[config.mk]
export PLATFORM = sky130hd
export DESIGN_NAME = xge_mac_regb_initiator
export DESIGN_NICKNAME = d
export VERILOG_FILES = /design/src/rtl/xge_mac_regb_initiator.sv
export SDC_FILE = /design/constraint.sdc
export NUM_CORES = 1
export LEC_CHECK = 0
export ABC_AREA = 1
export BUFFER_PORTS_ARGS = -buffer_cell sky130_fd_sc_hd__buf_2
export CAP_MARGIN = 5
export CELL_PAD_IN_SITES_DETAIL_PLACEMENT = 1
export CELL_PAD_IN_SITES_GLOBAL_PLACEMENT = 1
export CORE_AREA = 8 8 140 142
export CTS_BUF_LIST = sky130_fd_sc_hd__clkbuf_4
export CTS_CLUSTER_SIZE = 12
export DETAILED_ROUTE_END_ITERATION = 10
export DIE_AREA = 0 0 148 150
export PLACE_DENSITY = 0.66
export SLEW_MARGIN = 20
export SYNTH_ARGS = -nofsm -noshare
export SYNTH_HDL_FRONTEND = slang
export SYNTH_SLANG_ARGS = --single-unit
[constraint.sdc]
create_clock -name clk -period 4.2 [get_ports clk]
set_clock_uncertainty 0.1 [all_clocks]
set_input_delay 1.05 -clock clk [delete_from_list [all_inputs] [get_ports clk]]
set_output_delay 1.05 -clock clk [all_outputs]
set_load 0.01 [all_outputs]
[src/rtl/xge_mac_regb_initiator.sv]
// ---------------------------------------------------------------------------
// xge_mac_regb_initiator
//
// Initiator (master) end of the xge_mac register-block bus. Accepts one
// command at a time on a valid/ready command channel, issues a single-cycle
// regb_wen_o / regb_ren_o strobe, waits for regb_ack_i (bounded by a
// timeout), and returns read data and status on a valid/ready response
// channel. At most one command is in flight.
//
// Optional feature macro: XGE_REGB_INIT_RETRY_EN
//   When defined, a target error (not a timeout) is retried up to RETRY_MAX
//   times before being reported; rsp_retry_cnt_o reports the retries used.
//   When undefined, every target error is reported immediately and
//   rsp_retry_cnt_o is always 0.
//
// Ports
//   clk, resetn        clock, asynchronous active-low reset
//   cmd_valid_i/ready  command handshake
//   cmd_write_i        1 = write, 0 = read
//   cmd_addr_i         register address
//   cmd_wdata_i        write data
//   rsp_valid_o/ready  response handshake (response held until ready)
//   rsp_rdata_o        read data; 0 for writes, errors and timeouts
//   rsp_error_o        target error or timeout
//   rsp_timeout_o      no ack within TIMEOUT_CYCLES WAIT cycles
//   rsp_retry_cnt_o    retries used
//   regb_addr_o        bus address (held from REQ through WAIT)
//   regb_wbdata_o      bus write data
//   regb_wen_o         bus write strobe (one cycle)
//   regb_ren_o         bus read strobe (one cycle)
//   regb_rdata_i       bus read data, valid in the ack cycle
//   regb_ack_i         bus ack
//   regb_error_i       bus error, qualified by regb_ack_i
// ---------------------------------------------------------------------------
module xge_mac_regb_initiator #(
  parameter int unsigned REG_ADDR_WIDTH = 32,
  parameter int unsigned REG_DATA_WIDTH = 32,
  parameter int unsigned TIMEOUT_CYCLES = 16,
  parameter int unsigned RETRY_MAX      = 2
) (
  input  logic                      clk,
  input  logic                      resetn,
  input  logic                      cmd_valid_i,
  output logic                      cmd_ready_o,
  input  logic                      cmd_write_i,
  input  logic [REG_ADDR_WIDTH-1:0] cmd_addr_i,
  input  logic [REG_DATA_WIDTH-1:0] cmd_wdata_i,
  output logic                      rsp_valid_o,
  input  logic                      rsp_ready_i,
  output logic [REG_DATA_WIDTH-1:0] rsp_rdata_o,
  output logic                      rsp_error_o,
  output logic                      rsp_timeout_o,
  output logic [1:0]                rsp_retry_cnt_o,
  output logic [REG_ADDR_WIDTH-1:0] regb_addr_o,
  output logic [REG_DATA_WIDTH-1:0] regb_wbdata_o,
  output logic                      regb_wen_o,
  output logic                      regb_ren_o,
  input  logic [REG_DATA_WIDTH-1:0] regb_rdata_i,
  input  logic                      regb_ack_i,
  input  logic                      regb_error_i
);

  typedef enum logic [1:0] {
    S_IDLE = 2'd0,
    S_REQ  = 2'd1,
    S_WAIT = 2'd2,
    S_RESP = 2'd3
  } state_t;

  // Counter only needs to reach TIMEOUT_CYCLES-1: the last WAIT cycle is
  // recognised by the count value rather than by counting past it.
  localparam int unsigned TCNT_W = $clog2(TIMEOUT_CYCLES);
  localparam logic [TCNT_W-1:0] TCNT_LAST = TCNT_W'(TIMEOUT_CYCLES - 1);

`ifdef XGE_REGB_INIT_RETRY_EN
  localparam bit RETRY_EN = 1'b1;
`else
  localparam bit RETRY_EN = 1'b0;
`endif

  // The retry counter is 2 bits wide, so the limit saturates at 3. With the
  // feature off the limit is 0, which makes the retry branch unreachable.
  localparam int unsigned RETRY_LIMIT = RETRY_EN ? ((RETRY_MAX > 3) ? 3 : RETRY_MAX) : 0;
  localparam logic [1:0]  RETRY_LIM   = 2'(RETRY_LIMIT);

  state_t                    state;
  logic                      write_q;
  logic [REG_ADDR_WIDTH-1:0] addr_q;
  logic [REG_DATA_WIDTH-1:0] wdata_q;
  logic [TCNT_W-1:0]         tcnt_q;
  logic [1:0]                retry_q;
  logic [REG_DATA_WIDTH-1:0] rdata_q;
  logic                      error_q;
  logic                      timeout_q;

  always_ff @(posedge clk or negedge resetn) begin
    if (!resetn) begin
      state     <= S_IDLE;
      write_q   <= 1'b0;
      addr_q    <= '0;
      wdata_q   <= '0;
      tcnt_q    <= '0;
      retry_q   <= '0;
      rdata_q   <= '0;
      error_q   <= 1'b0;
      timeout_q <= 1'b0;
    end else begin
      unique case (state)
        S_IDLE: begin
          if (cmd_valid_i) begin
            write_q   <= cmd_write_i;
            addr_q    <= cmd_addr_i;
            wdata_q   <= cmd_wdata_i;
            tcnt_q    <= '0;
            retry_q   <= '0;
            rdata_q   <= '0;
            error_q   <= 1'b0;
            timeout_q <= 1'b0;
            state     <= S_REQ;
          end
        end

        S_REQ: begin
          state <= S_WAIT;
        end

        S_WAIT: begin
          // Ack is tested first so an ack in the final WAIT cycle wins
          // over the timeout.
          if (regb_ack_i) begin
            if (regb_error_i && (retry_q != RETRY_LIM)) begin
              retry_q <= retry_q + 2'd1;
              tcnt_q  <= '0;
              state   <= S_REQ;
            end else begin
              rdata_q <= (regb_error_i || write_q) ? '0 : regb_rdata_i;
              error_q <= regb_error_i;
              state   <= S_RESP;
            end
          end else if (tcnt_q == TCNT_LAST) begin
            timeout_q <= 1'b1;
            error_q   <= 1'b1;
            rdata_q   <= '0;
            state     <= S_RESP;
          end else begin
            tcnt_q <= tcnt_q + TCNT_W'(1);
          end
        end

        S_RESP: begin
          if (rsp_ready_i) begin
            state <= S_IDLE;
          end
        end

        default: state <= S_IDLE;
      endcase
    end
  end

  // Handshake and strobe outputs are pure state decodes, so the asynchronous
  // reset of the state register drops them immediately.
  assign cmd_ready_o     = (state == S_IDLE);
  assign rsp_valid_o     = (state == S_RESP);
  assign regb_wen_o      = (state == S_REQ) &&  write_q;
  assign regb_ren_o      = (state == S_REQ) && !write_q;
  assign regb_addr_o     = addr_q;
  assign regb_wbdata_o   = wdata_q;
  assign rsp_rdata_o     = rdata_q;
  assign rsp_error_o     = error_q;
  assign rsp_timeout_o   = timeout_q;
  assign rsp_retry_cnt_o = retry_q;

endmodule
# Word level (Yosys, flattened, before mapping)
# Cells that the tools add are included.
# W data, S select, Z words.
# word_totals
ramBits	0
latch_bits	0
reg_bits	107
output_inout_bits	104
input_bits	103
memories	0
rom_bits	0
word_cells	67
# op_classes
reduce_logical	14
eq_ne	14
addsub	2
bitwise_logic	0
magnitude_cmp	0
n_div	0
multipliers	0
n_shift	0
muxes	28
# ops
op	count
$mux W32	5
$pmux W32 S2	1
$mux W2	8
$mux W4	4
$reduce_and A4 Y1	4
$ne A3 B3 Y1 const B	4
$ne A2 B2 Y1 const B	5
$pmux W2 S4	1
$pmux W4 S2	1
$mux W1	5
$add A4 B1 Y4 const B	1
$eq A2 B2 Y1 const B	2
$eq A4 B4 Y1 const B	1
$pmux W1 S2	2
$pmux W2 S2	1
$reduce_bool A2 Y1	2
$logic_and A1 B1 Y1	3
$reduce_and A3 Y1	1
$add A2 B1 Y2 const B	1
$eq A2 B1 Y1 const B	1
$logic_not A2 Y1	1
$ne A2 B1 Y1 const B	1
$reduce_and A2 Y1	1
$logic_not A1 Y1	1
$logic_or A1 B1 Y1	1

# Logic depth before layout (Yosys ltp)
# logic_depth
depth_word	5
ltp_mapped	10
depth_no_buf	9

# Worst setup path before layout
# OpenSTA, ideal clock, no wires.
# synth_timing
kind	reg-to-output
start	register state[0]
end	output port regb_ren_o
arrival_ps	840
t_required_ps	3050
path_stages_with_launch	5
path_slack_ps	2210
n_path_buf	0
path_cell_list	dfrtp_1 inv_1 nor2_1 inv_1 nor2_1
# synth_between
elab_chain_cells	2
# synth_rtl
element	line_no	text
start: declaration	86	state_t state;
start signal: assignment	98	state <= S_IDLE;
start signal: assignment	119	state <= S_REQ;
start signal: assignment	124	state <= S_WAIT;
$eq A2 B1 Y1	166	assign regb_ren_o = (state == S_REQ) && !write_q;
$logic_and A1 B1 Y1	166	
end: declaration	57	output logic regb_ren_o,
# No other way between the ends.

# Worst setup path in the final report
# Ends and elaborated chain as after synthesis.

==> results.yml <==
placed_design:
  place_congestion: 0.725
  hpwl_mm: 10.1
  dp_slack_ps: 1680
  portBuffers: 206
  place_inst: 913
timing:
  final-setup-viol-count: 0
  fin_crit_sh_pct: 63.7
  hold_viol: 0
  fin_ws_ps: 1530
  tns_ps: 0
  tightest_slew_ps: 848
  maxSlewHeadroom_pct: 43.5
  fmax_ghz: 0.374
  grt_setup_unrepaired: "no"
  slew_viol_final: 0
  finalWorstPathRequiredPeriod_ps: 2670
global_route:
  grt_pass1_vias: 4197
  grt_overflow: 0
  grt_pass1_wl_mm: 22.2
  grtUsageTotal_pct: 12.5
  grt_max_degree: 69
  antenna_found_initial: 2
clock_tree:
  clock_latency_ps: 470
  cts_hold_buf: 0
  cts_tree: "built"
  cts_max_path_buffers: 2
  cts_resized: 0
  cts_made_buffers: 9
  postCtsSetupRepairBufs: 0
  clkTransAtPathRegs_ps: 170
  cts_root_buf: "clkbuf_4"
  h-tree-depth: 3
  clkSinkCount: 107
yosys:
  syn_inst: 494
  synth_seq_cells: 107
  synth_area_mm2: 0.00427
  yosysTopAreaCellShare_pct: 62.6
  yosysSeqAreaShare_pct: 62.6
  synthTopCellsByArea: "dfrtp_1 (63%), nand2_1 (28%), buf_2 (1.3%)"
  syn_area_per_cell_um2: 8.65
  ys_warn_count: 0
  yosys.area.top_type: "dfrtp_1"
  synth_nets: 599
  synth_cell_types: 21
worst_hold_path:
  worstHoldEndpoint: "rsp_rdata_o[9]"
  hold_path_class: "reg2reg"
  min_from: "rsp_rdata_o[9]"
  hold_depth: 2
routing:
  drcViolationCount: 0
  drtIter0Drc: 119
  viasPerCell: 4.15
  drtPass1Iterations: 4
  wirelength_mm: 13.7
  wire_per_inst_um: 14.7
  ant_nets: 0
  num_vias: 3849
flow_run:
  cap_violations: 0
setup_path:
  reg2reg_depth: 6
  worstPathArrival_ps: 1520
  critical_path_buf_inv_count: 3
  worstReg2RegStart: "state[1]"
  r2r-end: "write_q"
  worstSetupStartpointType: "register"
  slowest_stage: "dfrtp_1"
  worst-setup-path-type: "reg2out"
  path_cells: "inv_1 -> nor2_1 -> inv_1 -> nor2_1 -> buf_2"
  crit_family: "flip-flops"
  worstPathMaxFanout: 4
  required_ps: 3050
  cpPeakStageDelay_ps: 480
  critPathCaptureType: "output port"
  r2r_slack_ps: 2350
die:
  initial_core_util_pct: 24.4
  die_w_um: 148
  rows: 49
  ioPinCount: 207
  die_area_mm2: 0.0222
  die_h_um: 150
  core-area_mm2: 0.0175
pwr:
  power_density_mw_per_mm2: 650
  peakVddDrop_mv: 0.228
  leakage_nw: 3.44
final_layout:
  antenna-diode-count: 0
  fin_cells: 928
  syn2layout_area_growth_pct: 32.9
  final_common_cell: "nand2_1"
  num-nets-final: 800
  layout-drive-gt1-share_pct: 33.8
  mostFrequentLayoutCells: "nand2_1 (314), buf_2 (205), dfrtp_1 (107), inv_1 (13)"
run_status:
  status: "finished, final reports clean"
## routing by layer
metal / GRT usage [%] / vias up / share of wire (%)
met4: 4.59 / 4 / 1.5
met1: 15.7 / 1798 / 47
li1: - / 1892 / -
met2: 19.1 / 139 / 43
met5: 0 / - / 0.19
met3: 4.84 / 16 / 8.6
## logic make-up after synthesis
kind of cell	after synthesis	share of synthesized area [%]
simple gates	341	31.8
flops	107	62.6
buf+inv	36	3.92
compound gates	7	0.878
fa+ha+maj	2	0.585
xor+xnor	1	0.205
## metrics by stage
stage / area (µm²) / utilization (%) / hold WS [ps] / power [mW]
6_report: 5680 / 32.4 / 385 / 3.69
5_1_grt: 5680 / 32.4 / 414 / 4.04
4_1_cts: 5680 / 32.4 / 392 / 3.79
3_5_place_dp: 5540 / 31.6 / 355 / 3.22
3_3_place_gp: 5540 / 31.6 / 349 / 3.19
2_1_floorplan: 4270 / - / 389 / 2.51
## registers in the layout, summed over array words and instances, names as in the netlist
signal	flops
rsp_error_o	1
regb_addr_o	32
rsp_retry_cnt_o	2
rsp_rdata_o	32
state	2
tcnt_q	4
write_q	1
rsp_timeout_o	1
regb_wbdata_o	32
## worst min-delay path: stages, from the launching register on
cell and delay [ps]:
dfrtp_1 370, nand2_1 50, nand2_1 50
## worst max path at each step
| stage | cells past startpoint | slack [ps] | end | start |
|---|---|---|---|---|
| finish | 5 | 1530 | regb_ren_o | state[0] |
| CTS | 5 | 1430 | regb_ren_o | state[0] |
| global placement | 7 | 1710 | tcnt_q[3] | cmd_valid_i |
| detailed placement | 7 | 1680 | tcnt_q[2] | cmd_valid_i |
| floorplan | 4 | 2210 | regb_ren_o | state[0] |
| global route | 5 | 1320 | regb_ren_o | state[0] |
## cell usage after synthesis, drive strengths merged
cell / instances
nand2: 317
dfrtp: 107
buf: 16
inv: 16
nand3: 11
nor2: 9
clkbuf: 4
o21ai: 4
a21oi: 2
ha: 2
nand4: 2
nand3b: 1
nor4: 1
o21a: 1
xor2: 1
## layout make-up
| cell class | count | area [µm²] |
|---|---|---|
| inverter | 16 | 60.1 |
| timing repair buffer | 210 | 1090 |
| clock inverter | 5 | 62.6 |
| sequential | 107 | 2680 |
| fill | 2178 | 11900 |
| tap | 229 | 287 |
| clock buffer | 10 | 75.1 |
| multi-input combinational | 351 | 1430 |
## report_power, final
part	internal, mW	switching [mW]
Clock	0.190	0.356
Combinational	0.553	0.939
Sequential	1.42	0.227
No activity file was read; power rests on OpenSTA's default activity.
